$ cat src/rtl/instr_fetch_pkg.sv
// Shared types and constants for the instruction fetch stage.
package instr_fetch_pkg;

    typedef logic [31:0] addr_t;
    typedef logic [31:0] instr_t;

    // One buffered fetch result: the PC it was fetched from and the raw word.
    typedef struct packed {
        addr_t  pc;
        instr_t raw;
    } fetched_instr_t;

    // A faulting fetch is delivered as all-zero so decode flags it invalid.
    localparam instr_t FETCH_FAULT_WORD = 32'h0;

    typedef enum logic [1:0] {
        S_REQ,
        S_WAIT,
        S_DISCARD
    } fetch_state_e;

    // Force an address onto a word boundary.
    function automatic addr_t align_word(input addr_t a);
        return {a[31:2], 2'b00};
    endfunction

endpackage

$ cat src/rtl/instr_fetch_if.sv
// Decoupled valid/ready channel carrying fetched instructions to decode.
interface instr_fetch_if;
    import instr_fetch_pkg::*;

    logic           valid;
    logic           ready;
    fetched_instr_t data;

    modport master (output valid, output data, input ready);
    modport slave  (input valid, input data, output ready);
endinterface

$ cat src/rtl/instr_fetch_buffer.sv
// Small FIFO of fetched instructions with synchronous clear.
module instr_fetch_buffer
    import instr_fetch_pkg::*;
#(
    parameter  int BUF_DEPTH = 2,
    localparam int CNT_W     = $clog2(BUF_DEPTH + 1)
) (
    input  logic             clk,
    input  logic             rst,
    input  logic             push,
    input  fetched_instr_t   push_data,
    input  logic             pop,
    input  logic             clear,
    output fetched_instr_t   head,
    output logic [CNT_W-1:0] count
);
    localparam int PTR_W = (BUF_DEPTH > 1) ? $clog2(BUF_DEPTH) : 1;
    localparam logic [PTR_W-1:0] LAST_PTR = PTR_W'(BUF_DEPTH - 1);

    logic [PTR_W-1:0] rd_ptr_q, rd_ptr_d;
    logic [PTR_W-1:0] wr_ptr_q, wr_ptr_d;
    logic [CNT_W-1:0] count_q, count_d;
    fetched_instr_t   entries_q [BUF_DEPTH];

    function automatic logic [PTR_W-1:0] ptr_inc(input logic [PTR_W-1:0] p);
        return (p == LAST_PTR) ? '0 : p + 1'b1;
    endfunction

    // Pointer and occupancy update; clear wins over push and pop.
    always_comb begin
        rd_ptr_d = rd_ptr_q;
        wr_ptr_d = wr_ptr_q;
        count_d  = count_q;
        if (clear) begin
            rd_ptr_d = '0;
            wr_ptr_d = '0;
            count_d  = '0;
        end else begin
            if (push) wr_ptr_d = ptr_inc(wr_ptr_q);
            if (pop)  rd_ptr_d = ptr_inc(rd_ptr_q);
            count_d = count_q + CNT_W'(push) - CNT_W'(pop);
        end
    end

    // Control state register.
    always_ff @(posedge clk or negedge rst) begin
        if (!rst) begin
            rd_ptr_q <= '0;
            wr_ptr_q <= '0;
            count_q  <= '0;
        end else begin
            rd_ptr_q <= rd_ptr_d;
            wr_ptr_q <= wr_ptr_d;
            count_q  <= count_d;
        end
    end

    // Entry storage; contents are only meaningful while counted as occupied.
    always_ff @(posedge clk) begin
        if (push && !clear) begin
            entries_q[wr_ptr_q] <= push_data;
        end
    end

    assign head  = entries_q[rd_ptr_q];
    assign count = count_q;

endmodule

$ cat src/rtl/instr_fetch.sv
// Fetch stage: owns the PC, issues one word fetch at a time and buffers results for decode.
module instr_fetch
    import instr_fetch_pkg::*;
#(
    parameter addr_t RESET_PC  = 32'h8000_0000,
    parameter int    BUF_DEPTH = 2
) (
    input  logic                 clk,
    input  logic                 rst,
    instr_fetch_if.master        fetched,
    output logic                 mem_req_valid,
    input  logic                 mem_req_ready,
    output addr_t                mem_req_addr,
    input  logic                 mem_resp_valid,
    input  instr_t               mem_resp_data,
    input  logic                 mem_resp_fault,
    input  logic                 flush,
    input  addr_t                flush_target
);
    localparam int CNT_W = $clog2(BUF_DEPTH + 1);

    fetch_state_e     state_q, state_d;
    addr_t            pc_q, pc_d;
    addr_t            req_pc_q, req_pc_d;
    logic             buf_push, buf_pop;
    fetched_instr_t   push_data, head;
    logic [CNT_W-1:0] count;

    instr_fetch_buffer #(.BUF_DEPTH(BUF_DEPTH)) u_buffer (
        .clk       (clk),
        .rst       (rst),
        .push      (buf_push),
        .push_data (push_data),
        .pop       (buf_pop),
        .clear     (flush),
        .head      (head),
        .count     (count)
    );

    // Next-state, PC and request logic; a flush overrides the PC and turns
    // any request left in flight into one whose response is discarded.
    always_comb begin
        state_d       = state_q;
        pc_d          = pc_q;
        req_pc_d      = req_pc_q;
        buf_push      = 1'b0;
        mem_req_valid = 1'b0;
        mem_req_addr  = pc_q;
        case (state_q)
            S_REQ: begin
                // Space is reserved up front so the later push cannot overflow.
                mem_req_valid = rst && (count < CNT_W'(BUF_DEPTH));
                if (mem_req_valid && mem_req_ready) begin
                    pc_d     = pc_q + 32'd4;
                    req_pc_d = pc_q;
                    state_d  = S_WAIT;
                end
            end
            S_WAIT: begin
                if (mem_resp_valid) begin
                    buf_push = !flush;
                    state_d  = S_REQ;
                end
            end
            S_DISCARD: begin
                if (mem_resp_valid) state_d = S_REQ;
            end
            default: state_d = S_REQ;
        endcase
        if (flush) begin
            pc_d = align_word(flush_target);
            if (state_d == S_WAIT) state_d = S_DISCARD;
        end
    end

    // State, PC and in-flight request PC registers.
    always_ff @(posedge clk or negedge rst) begin
        if (!rst) begin
            state_q  <= S_REQ;
            pc_q     <= RESET_PC;
            req_pc_q <= '0;
        end else begin
            state_q  <= state_d;
            pc_q     <= pc_d;
            req_pc_q <= req_pc_d;
        end
    end

    assign push_data.pc  = req_pc_q;
    assign push_data.raw = mem_resp_fault ? FETCH_FAULT_WORD : mem_resp_data;

    // A pop coinciding with a flush is ignored; the buffer is cleared instead.
    assign buf_pop       = fetched.valid && fetched.ready && !flush;
    assign fetched.valid = (count != '0);
    assign fetched.data  = head;

    // A response with no request outstanding breaks the memory protocol.
    assert property (@(posedge clk) disable iff (!rst)
        !(mem_resp_valid && (state_q == S_REQ)));

endmodule
$ cat src/flat_wrapper.sv
// flat-port wrapper written by rule: the top's interface ports become plain ports
module instr_fetch_flat import instr_fetch_pkg::*;
#(
    parameter addr_t RESET_PC  = 32'h8000_0000,
    parameter int    BUF_DEPTH = 2
)
  (clk, rst, mem_req_valid, mem_req_ready, mem_req_addr, mem_resp_valid, mem_resp_data, mem_resp_fault, flush, flush_target, fetched_valid, fetched_data, fetched_ready);
  instr_fetch_if fetched_i ();
  input  logic clk;
  input  logic rst;
  output logic mem_req_valid;
  input  logic mem_req_ready;
  output addr_t mem_req_addr;
  input  logic mem_resp_valid;
  input  instr_t mem_resp_data;
  input  logic mem_resp_fault;
  input  logic flush;
  input  addr_t flush_target;
  output wire logic [$bits(fetched_i.valid)-1:0] fetched_valid;
  output wire logic [$bits(fetched_i.data)-1:0] fetched_data;
  input wire logic [$bits(fetched_i.ready)-1:0] fetched_ready;
  assign fetched_valid = fetched_i.valid;
  assign fetched_data = fetched_i.data;
  assign fetched_i.ready = fetched_ready;
  instr_fetch #(.RESET_PC(RESET_PC), .BUF_DEPTH(BUF_DEPTH)) u_core (.clk(clk), .rst(rst), .fetched(fetched_i), .mem_req_valid(mem_req_valid), .mem_req_ready(mem_req_ready), .mem_req_addr(mem_req_addr), .mem_resp_valid(mem_resp_valid), .mem_resp_data(mem_resp_data), .mem_resp_fault(mem_resp_fault), .flush(flush), .flush_target(flush_target));
endmodule
$ cat config.mk
export PLATFORM = sky130hd
export DESIGN_NAME = instr_fetch_flat
export DESIGN_NICKNAME = d
export VERILOG_FILES = /design/src/rtl/instr_fetch_pkg.sv /design/src/rtl/instr_fetch_if.sv /design/src/rtl/instr_fetch_buffer.sv /design/src/rtl/instr_fetch.sv /design/src/flat_wrapper.sv
export SDC_FILE = /design/constraint.sdc
export NUM_CORES = 1
export LEC_CHECK = 0
export BUFFER_PORTS_ARGS = -buffer_cell sky130_fd_sc_hd__buf_4
export CELL_PAD_IN_SITES_DETAIL_PLACEMENT = 1
export CELL_PAD_IN_SITES_GLOBAL_PLACEMENT = 1
export CORE_ASPECT_RATIO = 0.7
export CORE_MARGIN = 4
export CORE_UTILIZATION = 30
export CTS_CLUSTER_SIZE = 10
export DETAILED_ROUTE_END_ITERATION = 7
export PLACE_DENSITY_LB_ADDON = 0.12
export SLEW_MARGIN = 20
export SYNTH_ARGS = -nofsm -noshare
export SYNTH_HDL_FRONTEND = slang
export SYNTH_SLANG_ARGS = --single-unit
export TNS_END_PERCENT = 50
$ cat constraint.sdc
create_clock -name clk -period 7.4 [get_ports clk]
set_input_delay 0.37 -clock clk [delete_from_list [all_inputs] [get_ports clk]]
set_output_delay 0.37 -clock clk [all_outputs]
set_load 0.05 [all_outputs]
After elaboration in Yosys (flattened, before gate mapping). Memories as Yosys holds them, arrays and structs flattened. Cells that the tools add are included.

Bits in registers: 70. Word-level logic and storage cells: 52. Memory bits (writable): 128. Memories kept: 1. Output and inout bits: 98. Bits of input ports: 71.

Memories: u_core.u_buffer.entries_q (depth 2, bits a word 64, rd ports 1, clocked after Yosys merged registers in 0, wr ports 1, line instr_fetch_buffer.sv:23) `fetched_instr_t entries_q [BUF_DEPTH];`.

Reductions and logical operators: 15. Magnitude comparators: 1. $add $sub $neg: 5. Muxes and demuxes: 21. Equality and inequality tests: 3.

Operator list (count): 32-bit two-way mux (4); 32-bit by 3-bit adder with 32-bit output, second input constant (1); 1-bit two-way mux (11); 2-bit two-way mux (5); 2-bit nonzero test (5); 1-bit logical AND (5); 2-bit by 1-bit == test with 1-bit output, second input constant (2); 2-bit one-hot mux with 2 select lines (1); 2-bit AND reduction (2); 1-bit adder, second input constant (2); 2-bit by 1-bit adder with 2-bit output (1); 2-bit == test, second input constant (1); 2-bit logical NOT (1); 2-bit less-than comparator, second input constant (1); 2-bit OR reduction (1); 2-bit by 1-bit subtractor with 2-bit output (1); 1-bit logical NOT (1).

Longest topological paths before layout. Gate-level depths: netlist of run 1.

Word-level depth: 8. Depth in mapped cells: 9. Mapped depth without buffers: 9.

By module. Synthesis of run 1 repeated with hierarchy kept, for this count alone.

Cells, all modules: 555. Area, all modules: 8369.3 um^2.

Modules (own cells, without submodules): instr_fetch_buffer (seq. area each 3943.8 um^2, cells an instance 216, times used 1, area an instance 5027.3 um^2); instr_fetch (seq. area each 1552.7 um^2, cells an instance 339, times used 1, area an instance 3342.0 um^2).

Worst setup path before layout of run 1. Ideal clock, no wire load.

Kind: register -> register. Start point: register u_core.state_q[1]. End point: memory u_core.u_buffer.entries_q[0][0] (netlist bit) (enable). Stages on the path, launching flop included: 6. Data required time: 6918 ps. Path buffers: 0. Setup slack: 3385 ps. Data arrival time: 3533 ps. Setup time: 482 ps. Clock period less this slack: 4015 ps. Path through: dfrtp_1 inv_1 ha_1 nand2_1 or2_2 nor2_1.

Longest elaborated chain between the ends: 5.

RTL lines: start, declared (line instr_fetch.sv:22) `fetch_state_e state_q, state_d;`; start signal, assigned (line instr_fetch.sv:83) `state_q <= state_d;`; 2-bit by 1-bit == test with 1-bit output (line instr_fetch.sv:49) `case (state_q)`; 1-bit two-way mux (line instr_fetch.sv:49); 1-bit logical AND (line instr_fetch_buffer.sv:60) `if (push && !clear) begin`; 1-bit two-way mux (line instr_fetch_buffer.sv:60); 1-bit two-way mux (not written as such) (line instr_fetch_buffer.sv:61) `entries_q[wr_ptr_q] <= push_data;`; end, declared (line instr_fetch_buffer.sv:23).

Every way passes these cells.

Worst setup path after layout of run 1.
Start point: register u_core.state_q[1]. End point: memory u_core.u_buffer.entries_q[1][23] (netlist bit) (enable).

Same word-level chain as after synthesis.

==> impl_results.md, run 1 <==
- Wirelength per Cell: around 19 um
- Maximum number of pins on one net before global-route repair: 71
- Global-route wire length before repair: around 32000 um
- Final period utilization: between 30% and 40%
- Launching element type of the critical path: flip-flop
- Die boundary height: between 100 and 150 um
- CTS tree: yes
- Worst setup path category: reg -> reg
- Post-CTS Hold Buffers: 0
- Capturing instance or port of the critical path: u_core.u_buffer.entries_q[1][23]
- Relative area change from synthesis to final layout: 27.1%
- Combined buffer and inverter count along the critical path: 2
- # Max-Cap Violations: 0
- Wire length reported by the detailed router: between 20000 and 25000 um
- Non-filler cells in the finished layout: between 1000 and 1500
- Overall die width: between 200 and 250 um
- Starting DRC count in detailed routing: 181
- Area of all placed cells without fillers: 0.0101 mm2
- Critical path's top delay family: simple AND/OR/NAND/NOR gates
- RSZ-0062 raised after global routing: no
- Vias in the first global route: ~5600
- Slowest cell on crit path: buf_4
- Static leakage power: 0.00396 uW
- Number of placed cells counting well taps: ~1100
- Crit path depth: 6
- Clock insertion delay at the later pin of the skew report: roughly 0.43 ns
- Setup tns final: 0 ns
- Number of nets with antenna violations after detailed routing: 0
- Data arrival time of the worst path: between 2 and 3 ns
- Syn_area_per_cell: 13.4 um2
- Required @ worst endpoint: about 7.5 ns
- Antenna violations before repair: 0
- Vias per Instance: 4.53
- Synth cell types: 43
- Design Power: between 2000 and 3000 uW
- DRC: 0
- Final number of hold-violating endpoints: 0
- Pins Over Slew Limit: 0
- IO buf count: ~160
- DPL Wire Length: around 14000 um
- Critical path startpoint: u_core.state_q[1]
- Number of instances in the synthesized netlist: roughly 600
- Worst reg2reg path startpoint: u_core.state_q[1]
- Overall routing resource usage: 14.4%
- Vias post-DR: 5079
- Sinks on Clock Net: between 150 and 200
- Total standard cell area after synthesis: between 0.007 and 0.008 mm2
- Main flop type after synthesis: edfxtp_1
- Worst reg2reg endpoint: u_core.u_buffer.entries_q[1][23]
- Std cell rows: just under 50
- Post_cts resized: 0
- Depth of the worst register-to-register path: 6
- # setup viols final: 0
- Clock Root Buffer: clkbuf_16
- Sequence of cells on the critical path: inv_1, ha_1, nand2_1, or2_2, nor2_4, buf_4
- Inserted Clock Buffers: 17
- Worst slew slack as a fraction of its limit: 37.9%
- Die Area: roughly 0.029 mm2
- Final net count: approximately 830
- Worst-case register-to-register setup slack: approximately 4.7 ns
- Area of placed instances: 0.00953 mm2
- Minimum clock period: between 2 and 3 ns
- Top achievable clock speed: around 370 MHz
- Final estimated routing congestion in global placement: 0.759
- Core Box Area: ~0.026 mm2
- Number of H-tree branching levels: 4
- Sequential fraction of the synthesis area: 67.7%
- Fraction of synthesis flops using an asynchronous set or reset pin: between 30% and 40%
- Worst path max stage delay: 0.61 ns
- Worst setup skew after layout: 0.00805 ns
- GRT overflow: 0
- Type of the tightest min-delay check: in -> async
- Maximum buffer depth of the clock tree: 2
- Fill cell total of the finished layout: between 2000 and 3000
- Fraction of final layout cells with drive strength greater than 1: between 30% and 40%
- Slew of the pin with the lowest slew margin: just over 0.9 ns
- Count of state elements after synthesis: 190
- Maximum fanout along the worst path: slightly above 40
- N_diodes: 0
- IR drop worst, VDD: about 0.00015 V
- Total power divided by cell area: 289 mW/mm2
- Post-CTS clock slew at the launch and capture registers of the worst setup and hold paths: ~0.070 ns
- Result of the run: complete, no violations
- Number of search-and-repair iterations in the first detailed-routing pass: 4
- Critical Path End Type: flip-flop
- Yosys warning count: 0
- Initial cell density of the core: a little under a third
- Number of buffers inserted by post-CTS setup repair: 0
- Number of I/O pins: between 150 and 200
- Post-synth EDFFs: 124
[synth_stat cells (all sizes together), types with 2 or more instances]
master | n | area share, %
xnor2 | 24 | 2.6
nor2b | 35 | 2.8
o21ai | 33 | 2.1
xor2 | 8 | 0.88
edfxtp | 124 | 47
nand3 | 9 | 0.63
nand2 | 122 | 5.8
mux2 | 64 | 9.1
and4 | 2 | 0.22
nor3 | 6 | 0.63
or4 | 4 | 0.47
nor4 | 4 | 0.55
dfrtp | 65 | 20
clkbuf | 16 | 0.76
and2 | 3 | 0.24
nand4 | 10 | 0.79
nor2 | 14 | 0.66
inv | 8 | 0.38
or2 | 2 | 0.16
ha | 6 | 0.95
and3 | 5 | 0.39
buf | 14 | 0.96
[cell families after synthesis]
| family | Yosys count | share of synthesized area, % |
|---|---|---|
| buffers and inverters | 38 | 2.10 |
| and+or+nand+nor | 222 | 14.0 |
| DFF | 190 | 67.7 |
| muxes | 65 | 9.21 |
| adders and majority gates | 6 | 0.946 |
| AOI/OAI and AO/OA | 37 | 2.44 |
| other | 1 | 0.0473 |
| xor gates and xnor gates | 32 | 3.53 |
[worst min path at each step]
stage                            start                          endpoint
finish                             rst          u_core.u_buffer.count[0]
floorplan                          rst           u_core.mem_req_addr[10]
global placement    u_core.req_pc_q[8]  u_core.u_buffer.entries_q[0][40]
detailed placement  u_core.req_pc_q[4]  u_core.u_buffer.entries_q[0][36]
CTS                                rst           u_core.mem_req_addr[10]
global route                       rst                u_core.req_pc_q[5]
[stage by stage]
stage | hold slack [ns] | util [%] | setup slack, ns
2_1_floorplan | 0.0744 | - | 3.38
3_5_place_dp | 0.461 | 36.8 | 4.23
3_3_place_gp | 0.454 | 36.8 | 4.23
5_1_grt | 0.137 | 39.0 | 4.41
4_1_cts | 0.0974 | 39.0 | 4.59
6_report | 0.0739 | 39.0 | 4.67
[metal layers]
metal / up-vias / track usage [%] / share of wire (%)
li1: 2380 / - / -
met1: 2557 / 18.5 / 45
met2: 124 / 24.0 / 48
met3: 18 / 4.26 / 5.7
met4: 0 / 4.14 / 1.3
met5: - / 0 / 0
[cell usage in the layout (no fill, tap or decap), types with 2 or more instances in the layout]
| cell | instances |
|---|---|
| or2_2 | 2 |
| buf_4 | 167 |
| inv_6 | 5 |
| xor2_1 | 8 |
| nand2_1 | 122 |
| nor4_2 | 3 |
| and4_1 | 2 |
| conb_1 | 4 |
| and3_1 | 5 |
| nand4_1 | 10 |
| nand3_1 | 8 |
| nor3_1 | 2 |
| edfxtp_1 | 124 |
| nor2_4 | 2 |
| clkbuf_16 | 17 |
| mux2_2 | 64 |
| dfrtp_1 | 64 |
| xnor2_1 | 24 |
| nor2_1 | 12 |
| clkinv_2 | 4 |
| or4_1 | 2 |
| nor2b_1 | 35 |
| inv_1 | 8 |
| and2_1 | 3 |
| o21ai_1 | 11 |
| ha_1 | 6 |
| or4_4 | 2 |
| o21ai_0 | 22 |
| inv_8 | 2 |
| nor3_2 | 4 |
[flip-flops by register name, indices dropped and copies added (netlist names)]
signal / cells
u_core.u_buffer.entries_q: 124
u_core.mem_req_addr: 30
u_core.u_buffer.rd_ptr_q: 1
u_core.req_pc_q: 30
u_core.u_buffer.count: 2
u_core.state_q: 2
u_core.u_buffer.wr_ptr_q: 1
[power breakdown]
| group | total [uW] | internal (uW) | switching (uW) | leakage [uW] |
|---|---|---|---|---|
| Combinational | 616 | 207 | 409 | 0.00173 |
| Sequential | 1410 | 1310 | 104 | 0.00195 |
| Clock | 892 | 471 | 421 | 0.000280 |
| Total | 2920 | 1990 | 934 | 0.00396 |
[final cells by class]
| cell class | instances | area (um2) | share of cell area [%] |
|---|---|---|---|
| inverters | 8 | 30.0 | 0.298 |
| multi-input cells | 366 | 2420 | 24.0 |
| clock inverters | 15 | 136 | 1.35 |
| repair buffers | 167 | 1250 | 12.4 |
| flip-flops and latches | 190 | 5380 | 53.3 |
| clock buffers | 17 | 425 | 4.22 |
| well taps | 357 | 447 | 4.43 |
Power figures use the tool's default switching activity.
==> inputs of run 2 (changes only) <==
clock period = 2.6 ns   (was 7.4 ns; I/O delays follow)
==> run 2 against run 1 <==
  * Largest cell class unchanged
  * Sequential cell count unchanged
  * Clock-buffer cell count increased by 4
  * Final area increased by 4.1%
==> impl_results.md, run 2 (synthesis gave the netlist of run 1 again) <==
- Setup tns final: 0 ns
- Total power divided by cell area: slightly above 800 mW/mm2
- Minimum clock period: between 2 and 2.5 ns
- Fill cell total of the finished layout: between 2000 and 3000
- Pins Over Slew Limit: 0
- Maximum number of pins on one net before global-route repair: 53
- Worst path max stage delay: 0.50 ns
- Die boundary height: around 140 um
- IR drop worst, VDD: 0.000357 V
- Wirelength per Cell: 18.4 um
- GRT overflow: 0
- Worst reg2reg path startpoint: u_core.state_q[0]
- Core Box Area: ~0.026 mm2
- Sequence of cells on the critical path: inv_1, ha_1, nand4b_1, nor4_2, nand3_1, or4_1, nand3_1
- Initial cell density of the core: 30.7%
- Post_cts resized: 0
- IO buf count: 162
- Slew of the pin with the lowest slew margin: ~0.56 ns
- Wire length reported by the detailed router: ~21000 um
- Inserted Clock Buffers: 17
- N_diodes: 0
- RSZ-0062 raised after global routing: no
- Final net count: about 870
- Clock insertion delay at the later pin of the skew report: between 0.4 and 0.5 ns
- Final estimated routing congestion in global placement: 0.762
- Post-CTS Hold Buffers: 31
- Result of the run: complete, no violations
- # Max-Cap Violations: 0
- Number of nets with antenna violations after detailed routing: 0
- Depth of the worst register-to-register path: 7
- Vias in the first global route: roughly 5700
- Setup Slack @ Placement: about 0.33 ns
- Global-route wire length before repair: about 33000 um
- Number of search-and-repair iterations in the first detailed-routing pass: 4
- Reg with most FFs: u_core.u_buffer.entries_q
- Type of the tightest min-delay check: in -> reg
- Vias post-DR: approximately 5200
- Flip-flop count of the largest register, all copies and words added: about 120
- Maximum buffer depth of the clock tree: 2
- CP most frequent cell: nand3_1
- Setup slack after layout: 0.299 ns
- Non-filler cells in the finished layout: roughly 1200
- Std cell rows: 49
- Fraction of final layout cells with drive strength greater than 1: 35.5%
- Slowest cell on crit path: or4_1
- Critical Path End Type: flip-flop
- Worst setup path category: reg -> reg
- Required @ worst endpoint: 2.97 ns
- DRC: 0
- Data arrival time of the worst path: ~2.7 ns
- Most frequent cells in the layout: buf_4 (174), edfxtp_1 (124), nand2_1 (122), mux2_2 (64), dfrtp_1 (64)
- Capturing instance or port of the critical path: u_core.mem_req_addr[31]
- Overall routing resource usage: between 10% and 20%
- Overall die width: ~200 um
- DPL Wire Length: ~15000 um
- Die Area: ~0.03 mm2
- Worst-case register-to-register setup slack: between 0.2 and 0.3 ns
- Number of H-tree branching levels: 4
- Number of placed cells counting well taps: roughly 1100
- Post-CTS clock slew at the launch and capture registers of the worst setup and hold paths: 0.07 ns
- Relative area change from synthesis to final layout: 32.4%
- Vias per Instance: roughly 4.5
- Starting DRC count in detailed routing: around 200
- Final number of hold-violating endpoints: 0
- Antenna violations before repair: 0
- Worst reg2reg endpoint: u_core.mem_req_addr[31]
- Maximum fanout along the worst path: 5
- Worst setup skew after layout: approximately 0.0089 ns
- Top achievable clock speed: around 430 MHz
- Sinks on Clock Net: between 150 and 200
- Critical path startpoint: u_core.state_q[0]
- Final period utilization: 88.5%
- Number of I/O pins: between 150 and 200
- # setup viols final: 0
- Worst Hold Slack: 0.0211 ns
- Launching element type of the critical path: flip-flop
- Static leakage power: between 0.004 and 0.005 uW
- Clock Root Buffer: clkbuf_16
- CTS tree: yes
- Number of buffers inserted by post-CTS setup repair: 0
- Commonest non-fill, non-tap cell in the layout: buf_4
- Worst slew slack as a fraction of its limit: 62.5%
-- run 2: cell count changes in the layout (fill, tap and decap cells not counted), sizes merged --
| cell | before | now |
|---|---|---|
| dlygate4sd3 | 0 | 31 |
| inv | 15 | 13 |
| buf | 167 | 175 |
| clkinvlp | 1 | 2 |
| clkbuf | 17 | 21 |
| bufinv | 1 | 2 |
| clkinv | 6 | 2 |
-- run 2: through the flow --
stage               utilization [%]  area (um2)  power, uW
global route                   40.6       10500       8930
global placement               37.1        9600       5820
finish                         40.6       10500       8490
floorplan                         -        7950       5200
detailed placement             37.1        9600       5900
CTS                            40.6       10500       8620
-- run 2: final cells by class --
cell class	count	area, um2	area share [%]
flip-flops and latches	190	5380	51.2
multi-input cells	366	2420	23.0
repair buffers	206	1640	15.6
clock buffers	21	462	4.40
well taps	357	447	4.25
clock inverters	11	129	1.23
inverters	8	30.0	0.286
-- run 2: critical path, delay by kind of cell (launching register included) --
kind                       cells  cell delay [ns]
adders and majority gates      1             0.24
buffers and inverters          1             0.10
DFF                            1             0.42
and+or+nand+nor                5             1.49
-- run 2: per-layer routing --
layer  routed length (um)  vias to the layer above  track usage [%]
li1                     -                     2456                -
met2                 9820                      133             23.1
met4                  280                        0             4.28
met1                10100                     2603             20.3
met5                    0                        -                0
met3                 1140                       16             4.35
-- run 2: worst min-delay path by stage --
stage / from / endpoint / slack (ns) / depth (start not counted)
after floorplan: rst / u_core.mem_req_addr[10] / -0.17 / 0
after global placement: rst / u_core.state_q[0] / 0.0002 / 1
after detailed placement: rst / u_core.state_q[1] / 0.002 / 1
after CTS: flush / u_core.mem_req_addr[28] / 0.003 / 2
after global routing: flush / u_core.mem_req_addr[30] / 0.02 / 2
final: flush / u_core.mem_req_addr[26] / 0.02 / 2
-- run 2: power breakdown --
part	switching [uW]	internal [uW]	total, uW
logic	1180	635	1810
clock network	1170	1490	2660
registers	302	3720	4020
